**src/rtl/dvp_pixel_packer.sv**
```systemverilog
// -----------------------------------------------------------------------------
// dvp_pixel_packer
//   Captures 8-bit DVP camera bytes, pairs them into 16-bit pixels and packs
//   two pixels into one 32-bit word for a downstream FIFO.  Frame capture is
//   armed by cap_enable and always starts on a full vsync cycle.
//
// Ports
//   clk, reset_n   : pixel clock (rising edge), asynchronous active-low reset
//   dvp_data/href/vsync : camera byte, line-valid, frame-sync
//   cap_enable     : capture request level
//   byte_swap      : 0 -> first byte of a pixel is bits 15:8, 1 -> bits 7:0
//   out_data/out_valid/out_ready : packed word, one-cycle strobe, FIFO not full
//   frame_start/frame_done : one-cycle frame pulses
//   overflow/ovf_clear : sticky dropped-word flag and its clear
//   line_width/frame_lines : pixels of last line, lines of last frame
// -----------------------------------------------------------------------------
module dvp_pixel_packer #(
  parameter int PIXCNT_W  = 12,
  parameter int LINECNT_W = 11
) (
  input  logic                 clk,
  input  logic                 reset_n,
  input  logic [7:0]           dvp_data,
  input  logic                 dvp_href,
  input  logic                 dvp_vsync,
  input  logic                 cap_enable,
  input  logic                 byte_swap,
  output logic [31:0]          out_data,
  output logic                 out_valid,
  input  logic                 out_ready,
  output logic                 frame_start,
  output logic                 frame_done,
  output logic                 overflow,
  input  logic                 ovf_clear,
  output logic [PIXCNT_W-1:0]  line_width,
  output logic [LINECNT_W-1:0] frame_lines
);

  typedef enum logic [1:0] {
    ST_IDLE   = 2'd0,
    ST_SYNC   = 2'd1,
    ST_VBLANK = 2'd2,
    ST_ACTIVE = 2'd3
  } state_t;

  state_t               r_state;
  logic [7:0]           r_data_s1;
  logic                 r_href_s1;
  logic                 r_vsync_s1;
  logic                 r_href_d;
  logic                 r_vsync_d;
  logic                 r_byte_ph;
  logic                 r_pix_ph;
  logic [7:0]           r_first_byte;
  logic [15:0]          r_pix0;
  logic [PIXCNT_W-1:0]  r_pix_cnt;
  logic [LINECNT_W-1:0] r_line_cnt;
  logic [31:0]          r_out_data;
  logic                 r_out_valid;
  logic                 r_frame_start;
  logic                 r_frame_done;
  logic                 r_overflow;
  logic [PIXCNT_W-1:0]  r_line_width;
  logic [LINECNT_W-1:0] r_frame_lines;

  logic                 w_href_rise;
  logic                 w_href_fall;
  logic                 w_vsync_rise;
  logic                 w_vsync_fall;
  logic                 w_byte_ph;
  logic [15:0]          w_pixel;
  logic [PIXCNT_W-1:0]  w_pix_cnt_inc;
  logic [LINECNT_W-1:0] w_line_cnt_inc;

  // Edges are taken between the S1 sample and the previous S1 sample.
  assign w_href_rise  = r_href_s1 & ~r_href_d;
  assign w_href_fall  = ~r_href_s1 & r_href_d;
  assign w_vsync_rise = r_vsync_s1 & ~r_vsync_d;
  assign w_vsync_fall = ~r_vsync_s1 & r_vsync_d;

  // A new line always starts on the first byte of a pixel.
  assign w_byte_ph = w_href_rise ? 1'b0 : r_byte_ph;
  assign w_pixel   = byte_swap ? {r_data_s1, r_first_byte} : {r_first_byte, r_data_s1};

  // Saturating counter increments.
  assign w_pix_cnt_inc  = (r_pix_cnt == {PIXCNT_W{1'b1}}) ? r_pix_cnt : r_pix_cnt + PIXCNT_W'(1);
  assign w_line_cnt_inc = (r_line_cnt == {LINECNT_W{1'b1}}) ? r_line_cnt : r_line_cnt + LINECNT_W'(1);

  assign out_data    = r_out_data;
  assign out_valid   = r_out_valid;
  assign frame_start = r_frame_start;
  assign frame_done  = r_frame_done;
  assign overflow    = r_overflow;
  assign line_width  = r_line_width;
  assign frame_lines = r_frame_lines;

  // Input stage, capture FSM, pixel packing, counters and registered outputs.
  always_ff @(posedge clk or negedge reset_n) begin
    if (!reset_n) begin
      r_state       <= ST_IDLE;
      r_data_s1     <= 8'h00;
      r_href_s1     <= 1'b0;
      r_vsync_s1    <= 1'b0;
      r_href_d      <= 1'b0;
      r_vsync_d     <= 1'b0;
      r_byte_ph     <= 1'b0;
      r_pix_ph      <= 1'b0;
      r_first_byte  <= 8'h00;
      r_pix0        <= 16'h0000;
      r_pix_cnt     <= '0;
      r_line_cnt    <= '0;
      r_out_data    <= 32'h0000_0000;
      r_out_valid   <= 1'b0;
      r_frame_start <= 1'b0;
      r_frame_done  <= 1'b0;
      r_overflow    <= 1'b0;
      r_line_width  <= '0;
      r_frame_lines <= '0;
    end else begin
      r_data_s1     <= dvp_data;
      r_href_s1     <= dvp_href;
      r_vsync_s1    <= dvp_vsync;
      r_href_d      <= r_href_s1;
      r_vsync_d     <= r_vsync_s1;
      r_out_valid   <= 1'b0;
      r_frame_start <= 1'b0;
      r_frame_done  <= 1'b0;

      // A strobe the FIFO cannot take is lost; setting wins over clearing.
      if (r_out_valid && !out_ready) begin
        r_overflow <= 1'b1;
      end else if (ovf_clear) begin
        r_overflow <= 1'b0;
      end else begin
        r_overflow <= r_overflow;
      end

      case (r_state)
        ST_IDLE: begin
          if (cap_enable) r_state <= ST_SYNC;
          else            r_state <= ST_IDLE;
        end
        ST_SYNC: begin
          if (!cap_enable)       r_state <= ST_IDLE;
          else if (w_vsync_rise) r_state <= ST_VBLANK;
          else                   r_state <= ST_SYNC;
        end
        ST_VBLANK: begin
          if (!cap_enable) begin
            r_state <= ST_IDLE;
          end else if (w_vsync_fall) begin
            r_state       <= ST_ACTIVE;
            r_frame_start <= 1'b1;
            r_line_cnt    <= '0;
            r_pix_cnt     <= '0;
            r_byte_ph     <= 1'b0;
            r_pix_ph      <= 1'b0;
          end else begin
            r_state <= ST_VBLANK;
          end
        end
        ST_ACTIVE: begin
          // cap_enable is only consulted at the end of the frame.
          if (w_vsync_rise) begin
            r_frame_done  <= 1'b1;
            r_frame_lines <= r_line_cnt;
            r_byte_ph     <= 1'b0;
            r_pix_ph      <= 1'b0;
            r_state       <= cap_enable ? ST_VBLANK : ST_IDLE;
          end else if (r_href_s1) begin
            if (!w_byte_ph) begin
              r_first_byte <= r_data_s1;
              r_byte_ph    <= 1'b1;
              if (w_href_rise) r_pix_ph <= 1'b0;
            end else begin
              r_byte_ph <= 1'b0;
              r_pix_cnt <= w_pix_cnt_inc;
              if (!r_pix_ph) begin
                r_pix0   <= w_pixel;
                r_pix_ph <= 1'b1;
              end else begin
                r_out_data  <= {w_pixel, r_pix0};
                r_out_valid <= 1'b1;
                r_pix_ph    <= 1'b0;
              end
            end
          end else if (w_href_fall) begin
            // Flush a lone pending pixel; a dangling odd byte is dropped.
            if (r_pix_ph) begin
              r_out_data  <= {16'h0000, r_pix0};
              r_out_valid <= 1'b1;
            end
            r_line_width <= r_pix_cnt;
            r_pix_cnt    <= '0;
            r_line_cnt   <= w_line_cnt_inc;
            r_byte_ph    <= 1'b0;
            r_pix_ph     <= 1'b0;
          end else begin
            r_state <= ST_ACTIVE;
          end
        end
        default: r_state <= ST_IDLE;
      endcase
    end
  end

endmodule

```
**config.mk**
```make
export PLATFORM = sky130hd
export DESIGN_NAME = dvp_pixel_packer
export DESIGN_NICKNAME = d
export VERILOG_FILES = /design/src/rtl/dvp_pixel_packer.sv
export SDC_FILE = /design/constraint.sdc
export NUM_CORES = 1
export LEC_CHECK = 0
export BUFFER_PORTS_ARGS = -buffer_cell sky130_fd_sc_hd__buf_2
export CORE_ASPECT_RATIO = 0.5
export CORE_MARGIN = 2
export CORE_UTILIZATION = 43
export DETAILED_ROUTE_END_ITERATION = 8
export PLACE_DENSITY = 0.7
export SLEW_MARGIN = 10
export SYNTH_ARGS = -nofsm -noshare
export SYNTH_HDL_FRONTEND = slang
export SYNTH_SLANG_ARGS = --single-unit
```
**constraint.sdc**
```tcl
create_clock -name clk -period 2.1 [get_ports clk]
set_clock_uncertainty 0.1 [all_clocks]
set_input_delay 0.42 -clock clk [delete_from_list [all_inputs] [get_ports clk]]
set_output_delay 0.42 -clock clk [all_outputs]
set_load 0.03 [all_outputs]
```
# [After elaboration in Yosys (flattened, before gate mapping)]
# Index checks and enable logic that the tools add are counted.
[totals] regBits=122 in_bits=16 output_inout_bits=59 elab_cells=125
[classes] addsub=2 eq_ne=19 muxes=58 n_bitwise=11 reduce_logical=16
[op_table] op="2-to-1 mux 32 bit" count=5
[op_table] op="2-to-1 mux 12 bit" count=7
[op_table] op="2-to-1 mux 11 bit" count=6
[op_table] op="2-to-1 mux 1 bit" count=27
[op_table] op="case mux 12 bit (2 select lines)" count=1
[op_table] op="case mux 11 bit (2 select lines)" count=1
[op_table] op="2-to-1 mux 16 bit" count=1
[op_table] op="inequality test 3 bit (second input constant)" count=5
[op_table] op="AND reduction 5 bit" count=3
[op_table] op="2-to-1 mux 2 bit" count=7
[op_table] op="AND reduction 7 bit" count=2
[op_table] op="adder 12 x 1 -> 12 bit (second input constant)" count=1
[op_table] op="== test 12 bit (second input constant)" count=1
[op_table] op="inequality test 2 bit (second input constant)" count=6
[op_table] op="AND reduction 4 bit" count=3
[op_table] op="adder 11 x 1 -> 11 bit (second input constant)" count=1
[op_table] op="== test 11 bit (second input constant)" count=1
[op_table] op="case mux 2 bit (4 select lines)" count=1
[op_table] op="inverter 1 bit" count=7
[op_table] op="nonzero test 2 bit" count=3
[op_table] op="inequality test 5 bit (second input constant)" count=1
[op_table] op="bitwise AND 1 bit" count=4
[op_table] op="== test 2 bit (second input constant)" count=2
[op_table] op="inequality test 4 bit (second input constant)" count=1
[op_table] op="other kinds (7)" count=9

# [Logic depth before layout (Yosys ltp)]
[depth] word_depth=7 depth_mapped=9 depth_no_buf=6

# [Worst setup path after synthesis]
# Ideal clock, no wire load.
[synth_timing] path_kind="flip-flop to flip-flop" from="register r_pix_cnt[0]" to="register r_pix_cnt[10]" setup_time_ns=0.130 t_arrival_ns=2.003 required_time_ns=1.870 setup_slack_ns=-0.132 stages_incl_launch_ff=9 path_cell_list="dfrtp_1 -> ha_1 -> nand4_2 -> nor4_1 -> or4b_4 -> buf_6 -> clkbuf_1 -> o31ai_1 -> a21oi_1"
[synth_via] elab_chain_len=6 word_cells_on_any_way=9 classes_between="add/sub: 1; eq/ne: 2; mux: 5; reduce/logical: 1"
[synth_rtl] item="start: declaration" line="56" text="logic [PIXCNT_W-1:0] r_pix_cnt;"
[synth_rtl] item="start signal: assignment" line="177" text="r_pix_cnt <= w_pix_cnt_inc;"
[synth_rtl] item="adder 12 x 1 -> 12 bit" line="86" text="assign w_pix_cnt_inc = (r_pix_cnt == {PIXCNT_W{1'b1}}) ? r_pix_cnt : r_pix_cnt + PIXCNT_W'(1);"
[synth_rtl] item="2-to-1 mux 12 bit" line="86"
[synth_rtl] item="2-to-1 mux 12 bit" line="171" text="if (!w_byte_ph) begin"
[synth_rtl] item="2-to-1 mux 12 bit" line="170" text="end else if (r_href_s1) begin"
[synth_rtl] item="2-to-1 mux 12 bit" line="164" text="if (w_vsync_rise) begin"
[synth_rtl] item="case mux 12 bit (2 select lines)" line="138" text="case (r_state)"
# Several ways; a longest one is shown, not always the timed one. The select of a mux whose other input is x is not followed.
# A chain may end at the register's enable or synchronous reset.

# [Worst setup path in the final report]
[layout_timing] from="register r_vsync_s1" to="register r_pix_cnt[5]"
[layout_via] elab_chain_len=4 word_cells_on_any_way=6 classes_between="eq/ne: 2; bitwise: 3; reduce/logical: 1"
[layout_rtl] item="start: declaration" line="49" text="logic r_vsync_s1;"
[layout_rtl] item="start signal: assignment" line="122" text="r_vsync_s1 <= dvp_vsync;"
[layout_rtl] item="inverter 1 bit" line="79" text="assign w_vsync_fall = ~r_vsync_s1 & r_vsync_d;"
[layout_rtl] item="bitwise AND 1 bit" line="79"
[layout_rtl] item="inequality test 2 bit (no line)"
[layout_rtl] item="AND reduction 7 bit (no line) (*)"
# Mark *: on every way between the ends. The rest lies on a longest branch, timed or not.

==> metrics.md <==
| Metric | Value |
|---|---|
| Outcome | finished with violations |
| Failing checks | negative setup slack |
| H-tree depth | 4 |
| Drt first pass iters | 4 |
| First-pass GRT wire length | 18.4 mm |
| Final Cycle Share | 106% |
| Net switching power figure | 2970 uW |
| Worst Hold Class | input pin to register |
| Via count | 3829 |
| I/O pin total | 75 |
| Final setup fails | 10 |
| Initial antenna violation count | 0 |
| Sinks on Clock Net | 122 |
| Mapped Area | 5080 um2 |
| Hold_ws | 0.0181 ns |
| Critical path launch point type | register |
| Post-place setup slack | -0.157 ns |
| Tot Pwr | 8850 uW |
| Antenna diodes | 0 |
| Worst EP arrival | 2.47 ns |
| Initial DRC count | 235 |
| DIE WIDTH | 158 um |
| Avg Cell Area, Syn | 11.3 um2 |
| TritonCTS Buffers | 17 |
| Worst rel slew slack | 68.7% |
| Root buf cell | clkbuf_16 |
| Core ar. | 11200 um2 |
| Setup ws final | -0.121 ns |
| Fin util | 59.2% |
| Detail Placement HPWL | 7.29 mm |
| CTS Buffer Depth | 2 |
| Max Clk Rate | 0.450 GHz |
| Pwr Density | 1330 nW/um2 |
| Worst-path clk slew | 0.06 ns |
| Register Area | 3050 um2 |
| Die H | 80.8 um |
| Syn_nets | 467 |
| Clk pwr share | 34.0% |
| Initial Util | 45.1% |
| Final Slew Violations | 0 |
| Die area | 12700 um2 |
| Gate Count Post-Synth | 449 |
| GPL Wtd Cong | 0.828 |
| WL final | 11.2 mm |
| YS warnings | 0 |
| P_leak | 0.00330 uW |
| Worst Setup End Kind | register |
| Cell Rows | 27 |
| Least-Margin Pin Slew | 0.470 ns |
| Register area share after synthesis | 60.1% |
| CTS tree | built |
| DRC viols | 0 |
| Total GRT Usage | 18.8% |
| Pint | 5880 uW |
| RSZ-0062 raised after global routing | yes |
| Filler Cells Inserted | 956 |
| I/O Buffers | 74 |
| Largest vdd supply drop | 0.000526 V |
| Max cap viols | 0 |
| Multi-input gate area | 1960 um2 |
| DR vias/cell | 5.16 |
| Top FF cell, synth | dfrtp_1 |
| Area delta synth->final | 31.2% |
| CP required | 2.35 ns |
| Async SR Flop Fraction | 100% |
| Total gr overflow | 0 |
| Share of layout cells above drive strength 1 | 36.2% |
| Post-synth EDFFs | 0 |
| ANT nets after route | 0 |
| Final min period | 2.22 ns |
| Largest net degree at the start of global routing | 59 |
| Fin nets | 589 |
| Hold Fails Final Rpt | 0 |
| Commonest non-fill, non-tap cells in the layout | dfrtp_1, nand2_1, buf_2 |
| Switching part of the total | 33.6% |
| Clk_lat worst skew | 0.41 ns |
| #FFs+latches synth | 122 |
| Most common cell after layout, fill and taps aside | dfrtp_1 |
| Cell variety after synth | 50 |
| Vias in the first global route | 3670 |
| WL/cell | 15.1 um |
| WS Path Type | register to register |
| Sequential Power Share | 40.1% |
| CP Max Fanout | 7 |
| Combinational power share | 25.9% |
==> worst paths after layout <==
path | from | endpoint | slack [ns] | cells after the start
worst max-delay path | r_vsync_s1 | r_pix_cnt[5] | -0.12 | 6
min in group asynchronous | reset_n | line_width[7] | 0.38 | 2
max in group asynchronous | reset_n | r_pix0[10] | 0.82 | 3
worst min-delay path | dvp_data[0] | r_data_s1[0] | 0.02 | 1
worst min register to register | r_vsync_s1 | r_vsync_d | 0.33 | 0
worst max register to register | r_vsync_s1 | r_pix_cnt[5] | -0.12 | 6
==> timing repair <==
action	CTS	global route
cloned	1	0
buffers inserted	3	4
pin swaps	4	7
hold buffers	1	0
endpoints found under the hold margin	23	0
resized for setup	2	13
endpoints found under the setup margin	8	15
==> worst max-delay path: stages, from the launching register on <==
cell and delay [ns]:
dfrtp_1 0.40, nand3b_1 0.20, a21boi_4 0.16, buf_4 0.14, or4b_4 0.54, or4_1 0.54
nand2_1 0.07
==> synthesized netlist by cell type, types with 2 or more instances <==
cell      count  area (um2)
nand2_1      96         360
nand4_2       2        25.0
nor3_1        4        20.0
buf_6         2        22.5
nand4_1       6        37.5
o211ai_1      4        30.0
and2_1        3        18.8
o311a_1       2        20.0
dfrtp_1     122        3050
buf_2         5        25.0
a21o_1        2        15.0
or2_2         2        12.5
or3_1         6        37.5
mux2_2       34         383
ha_1          2        25.0
and3_1        2        12.5
nand3_1      11        55.1
o31ai_1      21         158
buf_4         2        15.0
inv_1         9        33.8
a31oi_1       5        31.3
o21ai_0      14        70.1
mux2i_1      16         160
nor2_1       10        37.5
or4_1         7        52.6
a31o_1        2        17.5
o21ai_1      18        90.1
clkbuf_1     13        48.8
a21oi_1       6        30.0
==> power by group through the flow <==
| stage | combinational [uW] | clock (uW) | sequential (uW) |
|---|---|---|---|
| after floorplan | 802 | 0 | 4280 |
| after global placement | 2230 | 0 | 3560 |
| after detailed placement | 2280 | 0 | 3590 |
| after CTS | 2310 | 3060 | 3550 |
| after global routing | 2500 | 3170 | 3660 |
| final | 2290 | 3010 | 3550 |
==> layout make-up <==
type	instances	share of cell area [%]
clock inverters	10	2.14
repair buffers	125	12.0
clock buffers	21	7.07
well taps	159	2.99
multi-input cells	295	29.4
inverters	10	0.564
flip-flops and latches	122	45.8
==> flip-flops by register name, summed over array words and instances, names as in the netlist, 2 cells and up <==
signal	cells
out_data	32
r_data_s1	8
r_first_byte	8
r_line_cnt	11
line_width	12
r_pix_cnt	12
r_state	2
frame_lines	11
r_pix0	16
==> through the flow <==
| stage | std cells | cell area [um2] | setup TNS (ns) |
|---|---|---|---|
| finish | 742 | 6660 | -0.752 |
| global route | 742 | 6660 | -1.34 |
| CTS | 738 | 6580 | -0.144 |
| detailed placement | 702 | 5910 | -0.790 |
| global placement | 702 | 5910 | -0.575 |
| floorplan | 449 | 5090 | -0.0406 |
==> metal layers <==
layer  track usage, %  part of all wire (%)  up-vias  wire length [um]
li1                 -                     -     1840                 -
met1             25.4                    47     1880              5300
met2             29.6                    48       88              5350
met3             5.12                   3.9       21               441
met4             6.91                   1.2        0               138
met5                0                     0        -                 0
==> cell families (layout without fill, tap and decap cells) <==
kind of cell | after synthesis | in the layout | synth area share, %
flip-flops | 122 | 122 | 60.1
adder cells (fa/ha/maj) | 2 | 2 | 0.493
multiplexers | 50 | 50 | 10.7
AO/OA/AOI/OAI | 81 | 81 | 10.2
buffers and inverters | 33 | 166 | 3.01
AND/OR/NAND/NOR | 161 | 162 | 15.5
No activity file was read; power rests on OpenSTA's default activity.
